File: src/rtl/wb_fwd_tracker.sv
`default_nettype none
// ============================================================================
// Module      : wb_fwd_tracker
// Description : Writeback tracker for an in-order pipeline.
//
//               There is one entry per post-ID stage (stage 0 = EXE ...
//               stage DEPTH-1 = WB). The block:
//                 - commits the oldest entry to the register file,
//                 - forwards the youngest in-flight result to each operand
//                   port,
//                 - stalls ID on a late-result (load-use) hazard.
//
//               Optional statistics counters are compiled in when the macro
//               FWD_STAT_EN is defined.
// Ports       : clk, rst_n         clock, asynchronous active-low reset
//               hold_i, flush_i    external freeze, per-stage valid clear
//               issue_*            ID instruction fields and handshake
//               ex_result_i        ALU result for the stage-0 entry
//               late_data_i        memory data for the LATE_STAGE entry
//               rd_en_i, rd_addr_i, rf_data_i   operand requests, RF data
//               op_data_o, fwd_hit_o            forwarded operands
//               stall_o            late-result hazard
//               wb_en_o, wb_addr_o, wb_data_o   register-file write port
//               stat_stall_cnt_o, stat_fwd_cnt_o (FWD_STAT_EN only)
// Revision    : 1.0 - initial release
// ============================================================================
module wb_fwd_tracker #(
    parameter int DATA_W     = 32,
    parameter int ADDR_W     = 5,
    parameter int DEPTH      = 3,
    parameter int RD_PORTS   = 2,
    parameter int LATE_STAGE = 1
) (
    input  logic                         clk,
    input  logic                         rst_n,
    input  logic                         hold_i,
    input  logic [DEPTH-1:0]             flush_i,
    input  logic                         issue_valid_i,
    input  logic                         issue_wen_i,
    input  logic [ADDR_W-1:0]            issue_waddr_i,
    input  logic                         issue_late_i,
    output logic                         issue_ready_o,
    input  logic [DATA_W-1:0]            ex_result_i,
    input  logic [DATA_W-1:0]            late_data_i,
    input  logic [RD_PORTS-1:0]          rd_en_i,
    input  logic [RD_PORTS*ADDR_W-1:0]   rd_addr_i,
    input  logic [RD_PORTS*DATA_W-1:0]   rf_data_i,
    output logic [RD_PORTS*DATA_W-1:0]   op_data_o,
    output logic [RD_PORTS-1:0]          fwd_hit_o,
    output logic                         stall_o,
    output logic                         wb_en_o,
    output logic [ADDR_W-1:0]            wb_addr_o,
    output logic [DATA_W-1:0]            wb_data_o
`ifdef FWD_STAT_EN
    ,
    output logic [31:0]                  stat_stall_cnt_o,
    output logic [31:0]                  stat_fwd_cnt_o
`endif
);

    localparam int c_TOP = DEPTH - 1;

    // ------------------------------------------------------------------
    // Per-stage entry state
    // ------------------------------------------------------------------
    logic [DEPTH-1:0]  valid_q, valid_d;
    logic [DEPTH-1:0]  wen_q,   wen_d;
    logic [DEPTH-1:0]  late_q,  late_d;
    logic [ADDR_W-1:0] waddr_q [DEPTH];
    logic [ADDR_W-1:0] waddr_d [DEPTH];
    logic [DATA_W-1:0] data_q  [DEPTH];
    logic [DATA_W-1:0] data_d  [DEPTH];

    logic [DATA_W-1:0]   w_result [DEPTH];
    logic [DEPTH-1:0]    w_ready;
    logic [RD_PORTS-1:0] w_hit;
    logic [RD_PORTS-1:0] w_hazard;
    logic                w_stall;

    // ------------------------------------------------------------------
    // Result and readiness of each stage.
    //
    // A non-late stage-0 entry takes its value live from the ALU. A late
    // entry takes its value live from memory while it sits in LATE_STAGE.
    // Every other entry uses the value it captured when it advanced.
    // ------------------------------------------------------------------
    always_comb begin
        for (int k = 0; k < DEPTH; k++) begin
            if (k == 0 && !late_q[k]) begin
                w_result[k] = ex_result_i;
            end else if (k == LATE_STAGE && late_q[k]) begin
                w_result[k] = late_data_i;
            end else begin
                w_result[k] = data_q[k];
            end
            w_ready[k] = !late_q[k] || (k >= LATE_STAGE);
        end
    end

    // ------------------------------------------------------------------
    // Forwarding.
    //
    // The stages are scanned from oldest to youngest, so the last match,
    // which is the youngest, is the one that sticks. A port whose rd_en is
    // low still receives the forwarded value, but it never contributes to
    // a stall.
    // ------------------------------------------------------------------
    always_comb begin
        op_data_o = rf_data_i;
        w_hit     = '0;
        w_hazard  = '0;
        for (int p = 0; p < RD_PORTS; p++) begin
            for (int k = DEPTH - 1; k >= 0; k--) begin
                if (valid_q[k] && wen_q[k]
                    && (waddr_q[k] == rd_addr_i[p*ADDR_W +: ADDR_W])
                    && (rd_addr_i[p*ADDR_W +: ADDR_W] != '0)) begin
                    w_hit[p]                        = 1'b1;
                    w_hazard[p]                     = !w_ready[k];
                    op_data_o[p*DATA_W +: DATA_W]   = w_result[k];
                end
            end
        end
    end

    assign fwd_hit_o     = w_hit;
    assign w_stall       = issue_valid_i && |(rd_en_i & w_hazard);
    assign stall_o       = w_stall;
    assign issue_ready_o = !hold_i && !w_stall;

    // ------------------------------------------------------------------
    // Commit from the oldest stage.
    // Writes to register 0 are dropped.
    // ------------------------------------------------------------------
    assign wb_en_o   = valid_q[c_TOP] && wen_q[c_TOP] && !hold_i
                       && (waddr_q[c_TOP] != '0);
    assign wb_addr_o = waddr_q[c_TOP];
    assign wb_data_o = w_result[c_TOP];

    // ------------------------------------------------------------------
    // Next state: advance or hold, then apply the flush mask.
    //
    // The flush mask is applied last, so it wins over whatever would have
    // moved into the flushed stage.
    // ------------------------------------------------------------------
    always_comb begin
        valid_d = valid_q;
        wen_d   = wen_q;
        late_d  = late_q;
        waddr_d = waddr_q;
        data_d  = data_q;
        if (!hold_i) begin
            for (int k = 1; k < DEPTH; k++) begin
                valid_d[k] = valid_q[k-1];
                wen_d[k]   = wen_q[k-1];
                late_d[k]  = late_q[k-1];
                waddr_d[k] = waddr_q[k-1];
                data_d[k]  = w_result[k-1];
            end
            valid_d[0] = issue_valid_i && !w_stall;
            wen_d[0]   = issue_wen_i;
            late_d[0]  = issue_late_i;
            waddr_d[0] = issue_waddr_i;
            data_d[0]  = '0;
        end
        valid_d = valid_d & ~flush_i;
    end

    always_ff @(posedge clk or negedge rst_n) begin
        if (!rst_n) begin
            valid_q <= '0;
            wen_q   <= '0;
            late_q  <= '0;
            for (int k = 0; k < DEPTH; k++) begin
                waddr_q[k] <= '0;
                data_q[k]  <= '0;
            end
        end else begin
            valid_q <= valid_d;
            wen_q   <= wen_d;
            late_q  <= late_d;
            waddr_q <= waddr_d;
            data_q  <= data_d;
        end
    end

`ifdef FWD_STAT_EN
    // ------------------------------------------------------------------
    // Saturating event counters
    // ------------------------------------------------------------------
    logic [31:0] stall_cnt_q;
    logic [31:0] fwd_cnt_q;

    always_ff @(posedge clk or negedge rst_n) begin
        if (!rst_n) begin
            stall_cnt_q <= '0;
            fwd_cnt_q   <= '0;
        end else begin
            if (w_stall && !hold_i && (stall_cnt_q != '1)) begin
                stall_cnt_q <= stall_cnt_q + 32'd1;
            end
            if (issue_ready_o && issue_valid_i && |(w_hit & rd_en_i)
                && (fwd_cnt_q != '1)) begin
                fwd_cnt_q <= fwd_cnt_q + 32'd1;
            end
        end
    end

    assign stat_stall_cnt_o = stall_cnt_q;
    assign stat_fwd_cnt_o   = fwd_cnt_q;
`else
    // Statistics are not built: no counter state exists.
`endif

endmodule
`default_nettype wire
File: config.mk
export PLATFORM = sky130hd
export DESIGN_NAME = wb_fwd_tracker
export DESIGN_NICKNAME = d
export VERILOG_FILES = /design/src/rtl/wb_fwd_tracker.sv
export SDC_FILE = /design/constraint.sdc
export NUM_CORES = 1
export LEC_CHECK = 0
export ABC_AREA = 0
export CORE_MARGIN = 1.5
export CORE_UTILIZATION = 63
export CTS_CLUSTER_DIAMETER = 80
export CTS_CLUSTER_SIZE = 14
export DETAILED_ROUTE_END_ITERATION = 7
export DONT_BUFFER_PORTS = 1
export PLACE_DENSITY = 0.78
export SYNTH_ARGS = -nofsm -noshare
export SYNTH_HDL_FRONTEND = slang
export SYNTH_SLANG_ARGS = --single-unit
File: constraint.sdc
create_clock -name clk -period 4.3 [get_ports clk]
set_clock_uncertainty 0.15 [all_clocks]
set_input_delay 0.43 -clock clk [delete_from_list [all_inputs] [get_ports clk]]
set_output_delay 0.43 -clock clk [all_outputs]
set_load 0.03 [all_outputs]
==> metrics, run 1 <==
status=complete, no violations; Post-Route WL=20600 um; r2r worst-path depth=5; initial antenna violation count=1; Max Fanout on Critical Path=37; Yosys cell types=38; I/O Buffers=0; Critical Path AT=3180 ps; CP Class=reg -> out; number of synthesized register bits=87; Die H=109 um; fin area=0.00699 sq mm; cells after synthesis=roughly 740; hold depth=1; routed via count=5937; Synthesized Nets=roughly 900; Residual DRC=0; root buffer cell=clkbuf_8; area of the core=0.0109 sq mm; Syn Std Cell Area=0.00704 sq mm; slew at the pin with the worst max-slew slack=1250 ps; # setup viols final=0; clk_lat worst skew=between 300 and 400 ps; r2r setup slk=2050 ps; Remaining Overflow, GRT=0; register cell area after layout=0.00218 sq mm; first-pass GRT wire length=31300 um; Reg2Reg Capture Point=valid_q[0]; Final Hold Viols=0; vias in the first global route=6000; cell class contributing the biggest share of worst-path delay=simple AND/OR/NAND/NOR gates; RSZ-0062 raised after global routing=false; Final ANT Viol Nets=0; Tcrit/Tclk final=between 80% and 90%; Worst-path clk slew=100 ps; Final Power=around 2400 uW; Placement Cell Area=about 0.0067 sq mm; gr usage total=34.4%; NumNets Final=815; # diodes=0; Ys Warns=0; worst hold path startpoint=hold_i; Clock Path Buffers=2; critical path endpoint category=primary output; DR iter-0 viols=601; setup TNS=0 ps; row cnt=38; # H-tree levels=3; GRT busiest layer=met2; Post-CTS Resized=0; worst r2r src=waddr_q[12]; DP HPWL=13500 um; Achievable Freq=266 MHz; Die W=109 um; Post-CTS Setup Inserts=0; Num CTS Buffers=9; Critical path buffers and inverters=1; syn_area_per_cell=9.48 sq um; leakage power=about 0.0028 uW; DR WL/cell=25.6 um; IO Pins=260; Via density=roughly 7.4; grt met1 use=41.1%; min cycle time layout=3760 ps; Slew HR=16.3%; CP Cell Sequence=and2_2, nand2_1, or3_2, a221oi_1, o21ai_0, buf_4; VDD IR max=0.250 mV; TritonRoute pass-1 iters=5; clock sink count=87; GPL Wtd Cong=between 0.8 and 0.9; pwr/cell area=346 mW/mm^2; die area=0.0118 sq mm; grt met3 use=around a tenth; synth-to-layout area growth=-0.764%; CP Launch Type=flop; Hold Path End=data_q[33]; max-cap check violation count=0; sequential area share after synthesis=30.9%; CP max stage cell=or3_2; layout cells sized above 1=29.8%; Starting Density=between 60 and 70%; HP Class=in -> reg; Filler cells=863; largest net degree at the start of global routing=roughly 120; met2 usage=55.2%; footprint of the multi-input gates=~0.0042 sq mm; Pins Over Slew Limit=0; Worst path max stage delay=just under 1000 ps; WP data required=3720 ps; CTS tree=built
## layer usage
metal | vias to the layer above | routed length, um
met3 | 78 | 2350
met2 | 436 | 9720
li1 | 2555 | -
met1 | 2866 | 7700
met5 | - | 12
met4 | 2 | 778
## logic make-up (layout without fill, tap and decap cells)
| group | count (synthesis) | in the layout | share of synthesized area, % |
|---|---|---|---|
| AOI/OAI and AO/OA | 228 | 228 | 25.5 |
| xor gates and xnor gates | 30 | 30 | 3.84 |
| buffers and inverters | 111 | 32 | 9.50 |
| DFF | 87 | 87 | 30.9 |
| muxes | 86 | 86 | 13.7 |
| and+or+nand+nor | 201 | 201 | 16.6 |
## Yosys cell counts
cell type	count	area, sq um
a211oi_1	1	7.51
a21oi_1	1	5.00
a221oi_1	5	43.8
a221oi_2	59	886
and2_1	4	25.0
and3_1	62	388
and3_2	2	15.0
buf_1	3	11.3
buf_2	10	50.1
buf_4	39	293
buf_6	8	90.1
buf_8	3	45.0
clkbuf_1	48	180
dfrtp_1	87	2180
mux2_2	84	946
mux2i_1	2	20.0
nand2_1	40	150
nand2b_1	32	200
nand3_1	4	20.0
nand4_1	5	31.3
nor2_1	7	26.3
nor2_4	1	11.3
nor3_1	1	5.00
nor3b_1	1	7.51
nor4_1	1	6.26
nor4_2	1	12.5
o21ai_0	98	490
o21ai_1	31	155
o22ai_1	33	206
or2_0	20	125
or2_2	12	75.1
or3_1	3	18.8
or3_4	1	11.3
or4_1	2	15.0
or4_4	2	22.5
xnor2_1	23	201
xnor2_2	1	16.3
xor2_1	6	52.6
## flip-flops by register name, summed over array words and instances (netlist names)
name / flops
waddr_q: 10
valid_q: 3
wb_addr_o: 5
wen_q: 3
data_q: 32
late_q: 2
wb_data_o: 32
## metrics by stage
step | worst slack, ps | hold slack (ps) | utilization [%] | std cells
6_report | 539 | 27.3 | 64.2 | 804
5_1_grt | 364 | 7.96 | 64.2 | 804
4_1_cts | 579 | 15.6 | 64.2 | 804
3_5_place_dp | 990 | -12.5 | 61.7 | 785
3_3_place_gp | 1130 | -12.3 | 61.7 | 785
2_1_floorplan | 1580 | -15.6 | - | 743
## cell type report
cell class	instances	area share [%]
Clock buffer	10	1.83
Clock inverter	4	1.04
Multi-Input combinational cell	545	60.6
Sequential cell	87	31.1
Tap cell	140	2.51
Timing Repair Buffer	18	2.90
## power by group
part	leakage [uW]	internal (uW)	switching, uW
logic	0.00159	256	346
clock network	0.0000982	320	286
registers	0.00108	930	277
## worst max path at each step
stage          slack [ps]             to    startpoint  depth (start not counted)
5_1_grt               360  op_data_o[33]    valid_q[2]                          6
2_1_floorplan        1580  op_data_o[33]  rd_addr_i[6]                          7
6_report              540  op_data_o[33]    valid_q[2]                          6
3_5_place_dp          990  op_data_o[33]    valid_q[2]                          6
4_1_cts               580  op_data_o[33]    valid_q[2]                          6
3_3_place_gp         1130  op_data_o[16]  rd_addr_i[1]                          6
## layout by cell type, fill, tap and decap left out, types with 5 or more instances in the layout
| master | count |
|---|---|
| o21ai_0 | 98 |
| dfrtp_1 | 87 |
| mux2_2 | 84 |
| and3_1 | 62 |
| a221oi_2 | 59 |
| nand2_1 | 40 |
| o22ai_1 | 33 |
| nand2b_1 | 32 |
| o21ai_1 | 31 |
| xnor2_1 | 22 |
| or2_0 | 20 |
| or2_2 | 12 |
| buf_4 | 10 |
| clkbuf_8 | 9 |
| xor2_1 | 6 |
| nand4_1 | 5 |
| nor2_1 | 5 |
| a221oi_1 | 5 |
## what timing repair did
item,4_1_cts,5_1_grt
hold endpoints to repair,90,0
endpoints found under the setup margin,0,0
hold buffers,5,0
## worst reg2reg max path, cell delays in order, from the launching register on
cell and delay [ps]:
dfrtp_1 440, xnor2_1 230, nand4_1 160, or3_4 630
o21ai_0 390, o22ai_1 150
No activity file was read; power rests on OpenSTA's default activity.
==> run 2: changes to the inputs <==
PLACE_DENSITY = 0.79   (was 0.78)
==> metrics, run 2 (synthesis gave the netlist of run 1 again) <==
status=complete, no violations; most frequent cells in the layout=o21ai_0 (98), dfrtp_1 (87), mux2_2 (84); setup TNS=0 ps; Die H=roughly 110 um; WHS=roughly 46 ps; worst r2r src=late_q[1]; end-of-flow core utilization=64.0%; VDD IR max=approximately 0.23 mV; Via density=between 7 and 8; synth-to-layout area growth=-1.07%; DP HPWL=around 14000 um; slew at the pin with the worst max-slew slack=1090 ps; Remaining Overflow, GRT=0; largest net degree at the start of global routing=123; Slew HR=27.2%; HP Class=in -> reg; DR WL/cell=26.0 um; area of the core=0.0109 sq mm; clock sink count=87; Worst path max stage delay=880 ps; max-cap check violation count=0; Final ANT Viol Nets=0; # diodes=0; Starting Density=roughly two thirds; Critical Path AT=3240 ps; clk_lat worst skew=360 ps; vias in the first global route=5842; worst hold path startpoint=hold_i; most common cell after layout, fill and taps aside=o21ai_0; # H-tree levels=3; Clock Path Buffers=2; root buffer cell=clkbuf_8; CP Class=reg -> out; Max Fanout on Critical Path=33; CTS tree=built; RSZ-0062 raised after global routing=false; Worst-path clk slew=90 ps; IO Pins=260; origin of the worst setup path=wb_addr_o[4]; leakage power=0.00277 uW; die area=0.0118 sq mm; WP data required=3720 ps; first-pass GRT wire length=31400 um; Achievable Freq=262 MHz; critical path endpoint category=primary output; NumNets Final=between 800 and 900; Num CTS Buffers=9; TritonRoute pass-1 iters=5; CP Launch Type=flop; # setup viols final=0; CP Cell Sequence=xnor2_1, nand4_1, or3_2, a221oi_1, o21ai_0; layout cells sized above 1=between 30% and 40%; I/O Buffers=0; Post-CTS Resized=0; min cycle time layout=3820 ps; CP max stage cell=or3_2; Final Hold Viols=0; pwr/cell area=343 mW/mm^2; initial antenna violation count=0; Pins Over Slew Limit=0; Die W=about 110 um; Residual DRC=0; Post-Route WL=20900 um; DR iter-0 viols=630; routed via count=between 5000 and 6000; gr usage total=34.6%; Tcrit/Tclk final=88.7%; row cnt=38; GPL Wtd Cong=about 0.90
[run 2: worst paths after layout]
path	slack [ps]	depth (start not counted)	to
max	480	5	op_data_o[33]
min	50	1	data_q[60]
max reg2reg	2010	3	wb_data_o[22]
min reg2reg	340	2	data_q[63]
max in group asynchronous	3140	2	wb_data_o[31]
min in group asynchronous	480	2	data_q[39]
[run 2: area by class of cell]
type                            count  area [sq um]
Multi-Input combinational cell    545          4230
Fill cell                         889          3920
Sequential cell                    87          2180
Timing Repair Buffer               19           185
Tap cell                          140           175
Clock buffer                       11           141
Clock inverter                      4          55.1
[run 2: timing repair]
| action | 4_1_cts | 5_1_grt |
|---|---|---|
| buffers inserted | 0 | 0 |
| hold buffers | 5 | 0 |
| endpoints found under the hold margin | 90 | 0 |
[run 2: metrics by stage]
stage	power, uW	setup WS, ps	area (sq um)	instances
finish	2390	484	6970	806
global route	2490	349	6970	806
CTS	2390	462	6970	806
detailed placement	1790	862	6700	786
global placement	1760	915	6700	786
floorplan	1750	1580	7040	743
[run 2: worst max-delay path: cells and delay by family (launching register included)]
family                    cells  cell delay (ps)
AOI/OAI and AO/OA             2             1060
DFF                           1              620
and+or+nand+nor               2             1050
xor gates and xnor gates      1              160
[run 2: layer usage]
metal | track usage (%) | vias to the layer above | share of wire (%)
met4 | 16.1 | 0 | 3.0
li1 | - | 2564 | -
met2 | 58.1 | 421 | 49
met1 | 41.0 | 2887 | 38
met3 | 9.62 | 74 | 10
met5 | 0 | - | 0
[run 2: where the power goes]
part / leakage [uW] / total [uW] / switching [uW] / internal (uW)
Clock: 0.0000960 / 581 / 296 / 285
Sequential: 0.00108 / 1210 / 285 / 930
Combinational: 0.00159 / 597 / 346 / 251
Total: 0.00277 / 2390 / 927 / 1470
==> run 3: changes to the inputs <==
CAP_MARGIN = 10   (was not set)
==> results of run 3 <==
Final layout, timing and power as in run 2 (identical DEF).
